File: src/rtl/instruction_fetch_stage.sv
// IF stage: owns the PC, captures the combinational instruction-memory word into IF/ID,
// handles freeze/branch redirect. Optional program-halt detection under `HALT_DETECT_EN.
module instruction_fetch_stage #(
  parameter logic [31:0] RESET_PC  = 32'h0000_0000,
  parameter logic [31:0] HALT_WORD = 32'hEAFF_FFFF
) (
  input  logic        clk,
  input  logic        rst,
  input  logic        freeze,
  input  logic        branch_taken,
  input  logic [31:0] branch_addr,
  output logic [31:0] imem_addr,
  input  logic [31:0] imem_data,
  output logic [31:0] if_pc,
  output logic [31:0] if_instr,
  output logic        if_valid,
  output logic [31:0] fetch_count,
  output logic        halted
);

  logic [31:0] pc_q, pc_d;
  logic [31:0] if_pc_q, if_pc_d;
  logic [31:0] if_instr_q, if_instr_d;
  logic        if_valid_q, if_valid_d;
  logic [31:0] fetch_count_q, fetch_count_d;
  logic [31:0] pc_plus4;

`ifdef HALT_DETECT_EN
  typedef enum logic {
    ST_RUN,
    ST_HALT
  } state_e;

  state_e state_q, state_d;
  logic   unused_addr_bits;

  assign unused_addr_bits = ^branch_addr[1:0];
`else
  logic [33:0] unused_bits;

  // Halt word is fetched like any other word in this build.
  assign unused_bits = {branch_addr[1:0], HALT_WORD};
`endif

  assign pc_plus4 = pc_q + 32'd4;

  always_comb begin
    pc_d          = pc_q;
    if_pc_d       = if_pc_q;
    if_instr_d    = if_instr_q;
    if_valid_d    = if_valid_q;
    fetch_count_d = fetch_count_q;
`ifdef HALT_DETECT_EN
    state_d       = state_q;
    if (state_q == ST_HALT) begin
      if_valid_d = 1'b0;
    end else
`endif
    if (branch_taken) begin
      pc_d       = {branch_addr[31:2], 2'b00};
      if_valid_d = 1'b0;
      if_instr_d = '0;
    end else if (!freeze) begin
      pc_d          = pc_plus4;
      if_pc_d       = pc_plus4;
      if_instr_d    = imem_data;
      if_valid_d    = 1'b1;
      fetch_count_d = fetch_count_q + 32'd1;
`ifdef HALT_DETECT_EN
      if (imem_data == HALT_WORD) begin
        state_d = ST_HALT;
      end
`endif
    end
  end

  always_ff @(posedge clk or negedge rst) begin
    if (!rst) begin
      pc_q          <= {RESET_PC[31:2], 2'b00};
      if_pc_q       <= '0;
      if_instr_q    <= '0;
      if_valid_q    <= 1'b0;
      fetch_count_q <= '0;
    end else begin
      pc_q          <= pc_d;
      if_pc_q       <= if_pc_d;
      if_instr_q    <= if_instr_d;
      if_valid_q    <= if_valid_d;
      fetch_count_q <= fetch_count_d;
    end
  end

`ifdef HALT_DETECT_EN
  always_ff @(posedge clk or negedge rst) begin
    if (!rst) begin
      state_q <= ST_RUN;
    end else begin
      state_q <= state_d;
    end
  end

  assign halted = (state_q == ST_HALT);
`else
  assign halted = 1'b0;
`endif

  assign imem_addr   = pc_q;
  assign if_pc       = if_pc_q;
  assign if_instr    = if_instr_q;
  assign if_valid    = if_valid_q;
  assign fetch_count = fetch_count_q;

endmodule

File: config.mk
export PLATFORM = sky130hd
export DESIGN_NAME = instruction_fetch_stage
export DESIGN_NICKNAME = d
export VERILOG_FILES = /design/src/rtl/instruction_fetch_stage.sv
export SDC_FILE = /design/constraint.sdc
export NUM_CORES = 1
export LEC_CHECK = 0
export CORE_ASPECT_RATIO = 1.5
export CORE_MARGIN = 3
export CORE_UTILIZATION = 33
export CTS_CLUSTER_DIAMETER = 120
export DETAILED_ROUTE_END_ITERATION = 10
export PLACE_DENSITY = 0.68
export SETUP_SLACK_MARGIN = 0.1
export SYNTH_ARGS = -nofsm -noshare
export SYNTH_HDL_FRONTEND = slang
export SYNTH_SLANG_ARGS = --single-unit
File: constraint.sdc
create_clock -name clk -period 4.84 [get_ports clk]
set_input_delay 0.726 -clock clk [delete_from_list [all_inputs] [get_ports clk]]
set_output_delay 0.726 -clock clk [all_outputs]
set_load 0.1 [all_outputs]
After elaboration in Yosys (flattened, before gate mapping)
Cells that the tools add are included.

cells by class
  $add $sub $neg = 2
  eq/ne operators = 1
  multiplexer cells = 6
  bitwise operators = 2
  reductions and logical operators = 1

operators with widths
  cell                     number
  $mux W32                 4
  $add A32 B1 Y32 const B  1
  $add A32 B3 Y32 const B  1
  $mux W1                  2
  $ne A2 B1 Y1 const B     1
  $not A1 Y1               2
  $reduce_and A2 Y1        1

word-level totals
  flip-flop bits (word level) = 129

Logic depth before layout (Yosys ltp)
  depth in word-level cells = 3
  gate-level depth with buffers = 7
  gate-level depth less buffers = 6

Worst setup path after synthesis
Ideal clock, no wire load.

  path kind = register -> register
  start = register fetch_count_q[0], in the netlist fetch_count[0]
  end = register fetch_count_q[30], in the netlist fetch_count[30]
  setup time = 0.158 ns
  data arrival time = 2.380 ns
  data required time = 4.682 ns
  slack = 2.302 ns
  cell stages (with the launch flop) = 7
  path buffers = 0
  period minus slack after synthesis = 2.538 ns
  cells stage by stage = dfrtp_1 -> ha_1 -> nor3b_2 -> nand2_1 -> nor4_2 -> nand3_1 -> xnor2_1

between the ends
  word-level cells in the longest chain between the ends = 1

ends and longest elaborated chain
  item                    RTL line  source
  start, declared         25        logic [31:0] fetch_count_q, fetch_count_d;
  start signal, assigned  89        fetch_count_q <= fetch_count_d;
  $add A32 B1 Y32         68        fetch_count_d = fetch_count_q + 32'd1;

No other way between the ends.
A chain may end at the register's enable or synchronous reset.

Worst setup path in the final report
  start = register pc_q[4], in the netlist imem_addr[4]
  end = output port imem_addr[4]

RTL lines
  item                    RTL line  source
  start, declared         21        logic [31:0] pc_q, pc_d;
  start signal, assigned  79        pc_q <= {RESET_PC[31:2], 2'b00};
  start signal, assigned  85        pc_q <= pc_d;
  end, declared           12        output logic [31:0] imem_addr,

No word-level cell between the ends.

==> reports/results.tsv <==
stage	metric	value	unit
power	ir_drop	0.221	mV
sta	finalSetupViolations	0	
worst_setup_path	path_cells	clkdlybuf4s50_1	
worst_setup_path	endpoint_kind	output pin	
clock_tree	cts_tree	done	
outcome	status	completed	
sta	finalHoldViolCount	0	
layout	layout_commonest_cell	clkdlybuf4s50_1	
synth	synth-simple-area-share	20.7	%
place	place_inst	964	
worst_setup_path	crit_fanout	10	
layout	nets	840	
route	drc_errors	0	
floorplanning	die_area	0.0199	mm2
floorplanning	die_y	171	um
sta	fin_skew	7.68	ps
synth	synth_seq_cells	125	
hold_path	hold_class	in2async	
route	drt-total-wl	16.2	mm
synth	yosys_warnings	0	
place	dpl.hpwl	11.3	mm
sta	maxSlewViolCount	0	
clock_tree	clock-root-buffer	clkbuf_16	
sta	setup_slack	1880	ps
clock_tree	cts.sinks	125	
synth	ys_seq_area_share	52.0	%
floorplanning	num_rows	59	
power	power	3.83	mW
worst_setup_path	cp_num_buf_inv	1	
worst_setup_path	critical_path_required	4110	ps
synth	synth-adder-area-share	0.416	%
synth	ys.flop_type	dfrtp_1	
place	dpl_cell_area	0.00806	mm2
global_routing	grt_usage	17.0	%
synth	synth_top_family_by_area	simple AND/OR/NAND/NOR gates	
power	cellPowerDensity	443	mW/mm2
sta	max_freq	338	MHz
route	dr_total_vias	4890	
sta	timing.final.crit_period	2960	ps
synth	synthCells	587	
clock_tree	clk_latency	410	ps
power	leakage	3.49	nW
route	ant_nets	0	
clock_tree	clkTransAtPathRegs	60	ps
worst_setup_path	crit_path_max_incr_delay	1230	ps
clock_tree	cts_max_level	4	
worst_setup_path	endpoint	imem_addr[4]	
sta	setup-tns-final	0	ps
worst_setup_path	r2r_slack	2560	ps
clock_tree	cts_setup_buffers	0	
route	drtIter0Drc	276	
floorplanning	boundaryPins	198	
worst_setup_path	rr_endpoint	imem_addr[26]	
sta	rsz0062_at_grt	no	
synth	synth_edf_count	0	
place	pre_cts_slack	1960	ps
worst_setup_path	cp_num_cells	1	
global_routing	grt_pass1_wl	26.7	mm
clock_tree	postCtsResizedCells	0	
layout	fin_util	49.0	%
global_routing	overflow	0	
floorplanning	core	0.0176	mm2
worst_setup_path	critPathKind	reg2out	
route	drtPass1Iterations	4	
global_routing	antenna_found_initial	0	
worst_setup_path	start_kind	flip-flop	
synth	synth_mux_area_share	6.24	%
layout	fin_cells	996	
layout	layout_common_cells	clkdlybuf4s50_1 (187), dfrtp_1 (125), nor2_1 (84), xnor2_1 (77), nand2_1 (55)	
sta	slew_headroom	31.2	%
synth	post_synth.cell_area_avg	10.2	um2
worst_setup_path	rr_worst_depth	5	
synth	netlist_area	0.00602	mm2
layout	syn2layout_area_growth	43.8	%
worst_setup_path	slowest_stage	clkdlybuf4s50_1	
worst_setup_path	crit_arrival	2230	ps
clock_tree	cts_inserted_buffers	17	
place	numPortBuffers	190	
worst_setup_path	timing.rr.start	imem_addr[6]	
sta	fin_hold_ws	351	ps
route	routedWlPerCell	16.3	um
place	place.gp.congestion	0.784	
clock_tree	cts_buffer_depth	2	
synth	synthXorXnorAreaFrac	12.8	%
worst_setup_path	path_delay_family	buffers and inverters	
sta	period_share	61.1	%
worst_setup_path	crit_start	imem_addr[4]	
route	routed_via_density	4.91	
layout	fillers	1641	
floorplanning	fp.dieW	116	um
clock_tree	cts_hold_buf	0	
floorplanning	start_util	34.1	%
synth	synth_compound_area_share	4.83	%
sta	tightest_slew	1030	ps
flow_run	cap_violations	0	
synth	async_reset_ff_share	100	%
layout	final_area	0.00865	mm2
synth	yosysUniqueCellTypes	37	
global_routing	grt_pass1_vias	5062	
layout	num_antenna_cells	0	
layout	drive_above_1_share	7.66	%
global_routing	grt_max_degree	95	
==> cells in the mapped netlist (11+ instances only) <==
cell      count  share of area, %
clkbuf_1     18               1.1
nand4_1      15               1.6
nor4_2       12               2.5
a21oi_1      29               2.4
nand2_1      55               3.4
o21ai_1      14               1.2
nand3_1      23               1.9
xnor2_1      77                11
nor3_1       16               1.3
dfrtp_1     125                52
o21ai_0      15               1.2
xor2_1       11               1.6
nor2_1       85               5.3
mux2i_1      33               5.5
==> worst min path at each step <==
| stage | startpoint | endpoint | slack (ps) |
|---|---|---|---|
| floorplan | rst | fetch_count[0] | 430 |
| global placement | fetch_count[31] | fetch_count[31] | 460 |
| detailed placement | fetch_count[31] | fetch_count[31] | 460 |
| CTS | rst | if_pc[20] | 410 |
| global route | rst | if_pc[19] | 430 |
| finish | rst | if_pc[19] | 350 |
==> cells by family after synthesis <==
logic type,count (synthesis)
and+or+nand+nor,239
DFF,125
xor gates and xnor gates,88
AOI/OAI and AO/OA,58
muxes,37
buffers and inverters,37
adders and majority gates,2
other,1
==> per-layer routing <==
metal	vias up	GRT usage [%]	routed length, um
met3	15	5.28	1080
met2	166	28.6	8230
met1	2345	20.7	6650
met5	-	0	0
li1	2364	-	-
met4	0	5.40	263
==> area by class of cell <==
| type | instances | area, um2 | area share (%) |
|---|---|---|---|
| repair buffers | 193 | 1920 | 22.2 |
| inverters | 4 | 15.0 | 0.174 |
| well taps | 213 | 267 | 3.08 |
| flip-flops and latches | 125 | 3130 | 36.2 |
| multi-input cells | 429 | 2740 | 31.6 |
| clock buffers | 18 | 429 | 4.96 |
| clock inverters | 14 | 158 | 1.82 |
==> worst register-to-register path: cells and delay by family (launching register included) <==
kind / cells / cell delay (ps)
xor gates and xnor gates: 1 / 140
muxes: 1 / 280
and+or+nand+nor: 3 / 1260
DFF: 1 / 490
==> where the power goes <==
| part | internal (mW) | switching, mW |
|---|---|---|
| Sequential | 1.15 | 0.113 |
| Combinational | 0.316 | 0.978 |
| Clock | 0.767 | 0.509 |
==> sequential cells by signal (all words and copies together), names as in the netlist <==
| register | cells |
|---|---|
| if_valid | 1 |
| fetch_count | 32 |
| if_instr | 32 |
| imem_addr | 30 |
| if_pc | 30 |
(Power assumes the default switching activity.)
